## src/rtl/clk_divider_multi.sv

```systemverilog
// -----------------------------------------------------------------------------
// clk_divider_multi
//   Parametrised multi-channel clock divider. Each channel divides clk_cd by
//   2*H_i (H_i = HALF_i / SIM_DIV, clamped to at least 1). It produces a
//   registered 50 % square wave and a one-cycle tick that coincides with the
//   wave's rising edge.
//
// Parameters
//   NUM_CH   : number of channels (1..8)
//   CNT_W    : half-period counter width / packed divisor field width
//   HALF_VEC : packed half-periods, channel i at [i*CNT_W +: CNT_W]
//   SIM_DIV  : global divisor applied to every half-period (simulation speed-up)
//
// Ports
//   clk_cd     in  1       system clock, rising edge
//   rst_n_cd   in  1       asynchronous active-low reset
//   en_cd      in  NUM_CH  per-channel count enable
//   sync_cd    in  1       synchronous phase-align strobe, clears every channel
//   clk_out_cd out NUM_CH  divided square waves (registered)
//   tick_cd    out NUM_CH  one-cycle pulse on each rising edge of clk_out_cd
// -----------------------------------------------------------------------------
module clk_divider_multi #(
  parameter int                        NUM_CH   = 3,
  parameter int                        CNT_W    = 27,
  parameter logic [NUM_CH*CNT_W-1:0]   HALF_VEC = {27'd25000000, 27'd50000000, 27'd100000},
  parameter int                        SIM_DIV  = 1
) (
  input  logic              clk_cd,
  input  logic              rst_n_cd,
  input  logic [NUM_CH-1:0] en_cd,
  input  logic              sync_cd,
  output logic [NUM_CH-1:0] clk_out_cd,
  output logic [NUM_CH-1:0] tick_cd
);

  // Elaboration-time parameter sanity. Each HALF_i already fits CNT_W bits
  // because it is taken from a CNT_W-wide field of HALF_VEC.
  if (NUM_CH < 1 || NUM_CH > 8) begin : g_bad_num_ch
    $fatal(1, "clk_divider_multi: NUM_CH must be in 1..8");
  end
  if (CNT_W < 1 || CNT_W > 64) begin : g_bad_cnt_w
    $fatal(1, "clk_divider_multi: CNT_W must be in 1..64");
  end
  if (SIM_DIV < 1) begin : g_bad_sim_div
    $fatal(1, "clk_divider_multi: SIM_DIV must be at least 1");
  end

  for (genvar i = 0; i < NUM_CH; i++) begin : g_ch
    // Effective half-period computed in 64 bits so the division and the clamp
    // never truncate, then narrowed to the terminal count H_i - 1.
    localparam logic [63:0]      HALF_L = 64'(HALF_VEC[i*CNT_W +: CNT_W]);
    localparam logic [63:0]      DIV_L  = 64'(SIM_DIV);
    localparam logic [63:0]      QUOT_L = HALF_L / DIV_L;
    localparam logic [63:0]      H_L    = (QUOT_L == 64'd0) ? 64'd1 : QUOT_L;
    localparam logic [CNT_W-1:0] LAST   = CNT_W'(H_L - 64'd1);

    logic [CNT_W-1:0] cnt;
    logic             clk_q;
    logic             tick_q;

    // NOTE: sequential state uses non-blocking assignments so every register
    // samples the pre-edge values, independent of statement order.
    always_ff @(posedge clk_cd or negedge rst_n_cd) begin
      if (!rst_n_cd) begin
        cnt    <= '0;
        clk_q  <= 1'b0;
        tick_q <= 1'b0;
      end else if (sync_cd) begin
        // Phase align overrides enable: all channels restart from zero.
        cnt    <= '0;
        clk_q  <= 1'b0;
        tick_q <= 1'b0;
      end else if (!en_cd[i]) begin
        tick_q <= 1'b0;
      end else if (cnt == LAST) begin
        cnt    <= '0;
        clk_q  <= ~clk_q;
        // Tick only on the 0 -> 1 transition of the output.
        tick_q <= ~clk_q;
      end else begin
        cnt    <= cnt + CNT_W'(1);
        tick_q <= 1'b0;
      end
    end

    assign clk_out_cd[i] = clk_q;
    assign tick_cd[i]    = tick_q;
  end

endmodule

```

## config.mk

```make
export PLATFORM = sky130hd
export DESIGN_NAME = clk_divider_multi
export DESIGN_NICKNAME = d
export VERILOG_FILES = /design/src/rtl/clk_divider_multi.sv
export SDC_FILE = /design/constraint.sdc
export NUM_CORES = 1
export LEC_CHECK = 0
export CAP_MARGIN = 30
export CORE_ASPECT_RATIO = 1.75
export CORE_UTILIZATION = 55
export CTS_CLUSTER_DIAMETER = 100
export DETAILED_ROUTE_END_ITERATION = 10
export HOLD_SLACK_MARGIN = 0.1
export PLACE_DENSITY = 0.72
export SLEW_MARGIN = 5
export SYNTH_ARGS = -nofsm -noshare
export SYNTH_HDL_FRONTEND = slang
export SYNTH_SLANG_ARGS = --single-unit
```

## constraint.sdc

```tcl
create_clock -name clk_cd -period 5.3 [get_ports clk_cd]
set_input_delay 1.06 -clock clk_cd [delete_from_list [all_inputs] [get_ports clk_cd]]
set_output_delay 1.06 -clock clk_cd [all_outputs]
set_load 0.02 [all_outputs]
```

; ---- Word level (Yosys, flattened, before mapping)
; Index checks and enable logic that the tools add are counted.
[word_totals]
register_bits = 87
input_bits = 6
out_inout_bits = 6
wordCells = 54
[op_classes]
addsub = 3
bitwise_logic = 3
n_eq_ne = 3
muxes = 27
reduce_logical = 9
[ops]
columns = operator, count
row1 = 27-bit two-way mux, 9
row2 = "27-bit by 1-bit adder with 27-bit output, second input constant", 3
row3 = "27-bit by 17-bit equality test with 1-bit output, second input constant", 1
row4 = "27-bit by 25-bit equality test with 1-bit output, second input constant", 1
row5 = "27-bit by 26-bit equality test with 1-bit output, second input constant", 1
row6 = 1-bit two-way mux, 18
row7 = 2-bit nonzero test, 6
row8 = 2-bit AND reduction, 3
row9 = 1-bit NOT, 3

; ---- Longest topological paths before layout
[depth]
word_depth = 4
depth_mapped = 7
depth_no_buf = 6

; ---- Worst setup path before layout
; OpenSTA, ideal clock, no wires.
[synth_timing]
path_type = input-to-reg
startpoint = input sync_cd
endpoint = register g_ch[2].cnt[25]
arrival_time_ns = 2.411
path_slack_ns = 2.816
path_buffers = 1
setup_ns = 0.074
cell_stages = 6
required_ns = 5.226
cell_sequence = buf_2 -> o2111ai_2 -> nor4_4 -> nand4_2 -> or3_1 -> a21oi_2
[synth_between]
elab_chain_len = 1
[synth_rtl]
columns = element, line
row1 = "start, declared", 31  ; input logic sync_cd,
row2 = 27-bit two-way mux or 2-bit nonzero test (tied branches), --
row3 = "end signal, assigned", 81  ; cnt <= cnt + CNT_W'(1);
row4 = "end, declared", 57  ; logic [CNT_W-1:0] cnt;
; Parallel ways exist; a longest one is shown, timed or not.
; A chain may end at the register's enable or synchronous reset.

; ---- Worst setup path in the final report
[layout_timing]
startpoint = input sync_cd
endpoint = register g_ch[0].cnt[24]
[layout_between]
elab_chain_len = 1
[layout_rtl]
columns = element, line
row1 = 27-bit two-way mux or 2-bit nonzero test (tied branches), --
row2 = "end signal, assigned", 81
row3 = "end, declared", 57
; Parallel ways exist; a longest one is shown, timed or not.

==> impl_metrics.csv <==
group,metric,value,unit
clock_network,path_clk_slew,0.06,ns
logic_synthesis,ys_warn_count,0,
pwr,leakage,2.16,nW
timing,maxSlewViolCount,0,
clock_network,cts_tree,"built",
worst_setup_path,path_cells,"clkdlybuf4s50_1 > buf_4 > o2111ai_1 > nor4_2 > nand3_1 > xor2_1 > nor2_1",
die,core,0.00867,mm2
route,vias,3945,
timing,holdWs,0.479,ns
worst_setup_path,reg2reg_depth,5,
worst_setup_path,cp.arrival,3.51,ns
worst_setup_path,cp_slowest_stage_delay,0.80,ns
worst_setup_path,critPathLaunchType,"input pin",
logic_synthesis,async_reset_ff_share,100,%
worst_setup_path,critPathCaptureType,"flop",
placement,routabilityCongestion,0.912,
logic_synthesis,syn_nets,532,
layout,drive_above_1_share,7.28,%
grt,grt_max_degree,68,
grt,antenna_found_initial,0,
logic_synthesis,syn_avg_cell_area,9.36,um2
clock_network,clock_path_buffers,2,
layout,finalInstanceArea,0.00534,mm2
clock_network,root_buffer,"clkbuf_16",
grt,grt_pass1_vias,3927,
logic_synthesis,ys_top_cells_by_count,"nor2_1, dfrtp_1, xor2_1",
logic_synthesis,synth_edf_count,0,
route,antenna_left,0,
logic_synthesis,ys.flop_type,"dfrtp_1",
die,fp.dieW,73.3,um
timing,fmax,0.301,GHz
logic_synthesis,synth_area,0.00489,mm2
route,post_drt_wl_per_cell,16.6,um
timing,worst_pin_slew,0.696,ns
route,first_pass_iters,5,
timing,hold_viol,0,
logic_synthesis,syn_inst,523,
layout,post-route-util,61.6,%
route,drc,0,
die,start_util,56.5,%
worst_hold_path,hold_path_class,"flop to flop",
pwr,ir_worst_vdd,222,uV
worst_setup_path,crit_required,5.49,ns
route,vias_per_cell,6.17,
worst_setup_path,crit_cells,7,
clock_network,cts_buffers,9,
logic_synthesis,yosys.area.top_type_share,44.5,%
grt,grt_overflow,0,
placement,dp_slack,1.67,ns
die,io_pins,12,
logic_synthesis,yosysSeqAreaShare,44.5,%
clock_network,postCtsHoldBufs,0,
clock_network,postCtsSetupRepairBufs,0,
timing,timing.final.crit_share,62.6,%
logic_synthesis,ys_types,60,
status,outcome,"complete, no violations",
worst_setup_path,path_max_fanout,29,
logic_synthesis,yosys.cell_count.top_type,"nor2_1",
die,die-area,0.00930,mm2
pwr,p_per_area,261,mW/mm2
worst_setup_path,path_class,"input pin to flop",
placement,dp_hpwl,7490,um
placement,placed_area,0.00502,mm2
logic_synthesis,ys_ff_latch,87,
layout,n_antenna_cell,0,
route,drt_iter0_drc,353,
worst_setup_path,cp_num_buf_inv,2,
clock_network,cts_max_level,3,
timing,fin_skew,0.00699,ns
die,chipHeight,127,um
grt,track_usage,24.8,%
logic_synthesis,synth_top_cell_by_area,"dfrtp_1",
placement,port_buffers,11,
worst_setup_path,slowest_stage,"clkdlybuf4s50_1",
logic_synthesis,synth.area.top_cells,"dfrtp_1, xor2_1, nor2_1, nand4_1, nand3_1",
timing,setup_viol_count_final,0,
grt,grt_pass1_wl,18000,um
clock_network,clock_sinks,87,
layout,synthToLayoutAreaGrowth,9.15,%
timing,tns,0,ns
clock_network,ctsResizeCount,0,
worst_hold_path,holdPathStages,1,
layout,nNetsFinal,526,
timing,min_period,3.32,ns
die,rows,45,
timing,rsz0062_at_grt,"false",
job,cap_violations,0,
timing,slew_headroom,53.2,%
timing,fin_ws,1.98,ns
route,wirelength,10600,um
clock_network,clk_latency,0.34,ns
worst_setup_path,crit_family,"buffers and inverters",
-- cell families (layout without fill, tap and decap cells) --
family          after synthesis  count (layout)  synth area share, %
simple gates                293             293                 33.2
flops                        87              87                 44.5
xor+xnor                     63              63                 11.3
compound gates               37              37                 5.52
buf+inv                      35              34                 3.71
mux                           5               5                 1.07
fa+ha+maj                     3               3                0.767
-- worst paths after layout --
kind	start	end	slack, ns
setup / recovery	sync_cd	g_ch[0].cnt[24]$_DFFE_PN0P_	1.98
hold / removal	g_ch[1].clk_q$_DFFE_PN0P_	g_ch[1].tick_q$_DFF_PN0_	0.48
setup reg to reg	g_ch[0].cnt[23]$_DFFE_PN0P_	g_ch[0].cnt[24]$_DFFE_PN0P_	2.94
hold reg to reg	g_ch[1].clk_q$_DFFE_PN0P_	g_ch[1].tick_q$_DFF_PN0_	0.48
max in group asynchronous	rst_n_cd	g_ch[0].cnt[16]$_DFFE_PN0P_	4.07
min in group asynchronous	rst_n_cd	g_ch[2].clk_q$_DFFE_PN0P_	0.60
-- final cells by class --
class	count	area [um2]
clock buffer	10	229
clock inverter	6	92.6
fill	756	3330
inverter	5	18.8
multi-input combinational	401	2540
sequential	87	2180
tap	117	146
timing repair buffer	13	143
-- flip-flops by register name, summed over array words and instances, names as in the netlist --
name,flops
g_ch.cnt,81
g_ch.tick_q,3
g_ch.clk_q,3
-- through the flow --
step | power, mW | std cells
2_1_floorplan | 0.711 | 523
3_3_place_gp | 0.732 | 622
3_5_place_dp | 0.736 | 623
4_1_cts | 1.41 | 639
5_1_grt | 1.45 | 639
6_report | 1.40 | 639
-- placed cells by master (no fill, tap or decap), types with 3 or more instances in the layout --
cell              n
nor2_1           90
dfrtp_1          87
xor2_1           47
nand4_1          45
nand2_1          33
nand3_1          31
nor3_1           16
xnor2_1          16
nor4_1           14
and4_1           12
clkdlybuf4s50_1  10
and3_1            9
a21oi_1           9
clkbuf_16         9
inv_1             5
nand2b_1          5
o21ai_0           5
nor2b_1           4
or4_1             3
nor4b_1           3
a32o_1            3
mux2i_1           3
nor4_2            3
or3_1             3
ha_1              3
-- report_power, final --
part           internal (mW)  switching, mW  leakage (nW)
sequential             0.667        0.00470          1.21
clock                  0.415          0.259         0.149
combinational         0.0136         0.0373         0.802
total                   1.10          0.301          2.16
-- layer usage --
layer	wire length (um)	vias up	global-route usage [%]
li1	-	1863	-
met1	4310	1931	29.5
met2	5600	121	42.3
met3	383	30	2.94
met4	342	0	14.4
met5	0	-	0
Power figures use the tool's default switching activity.
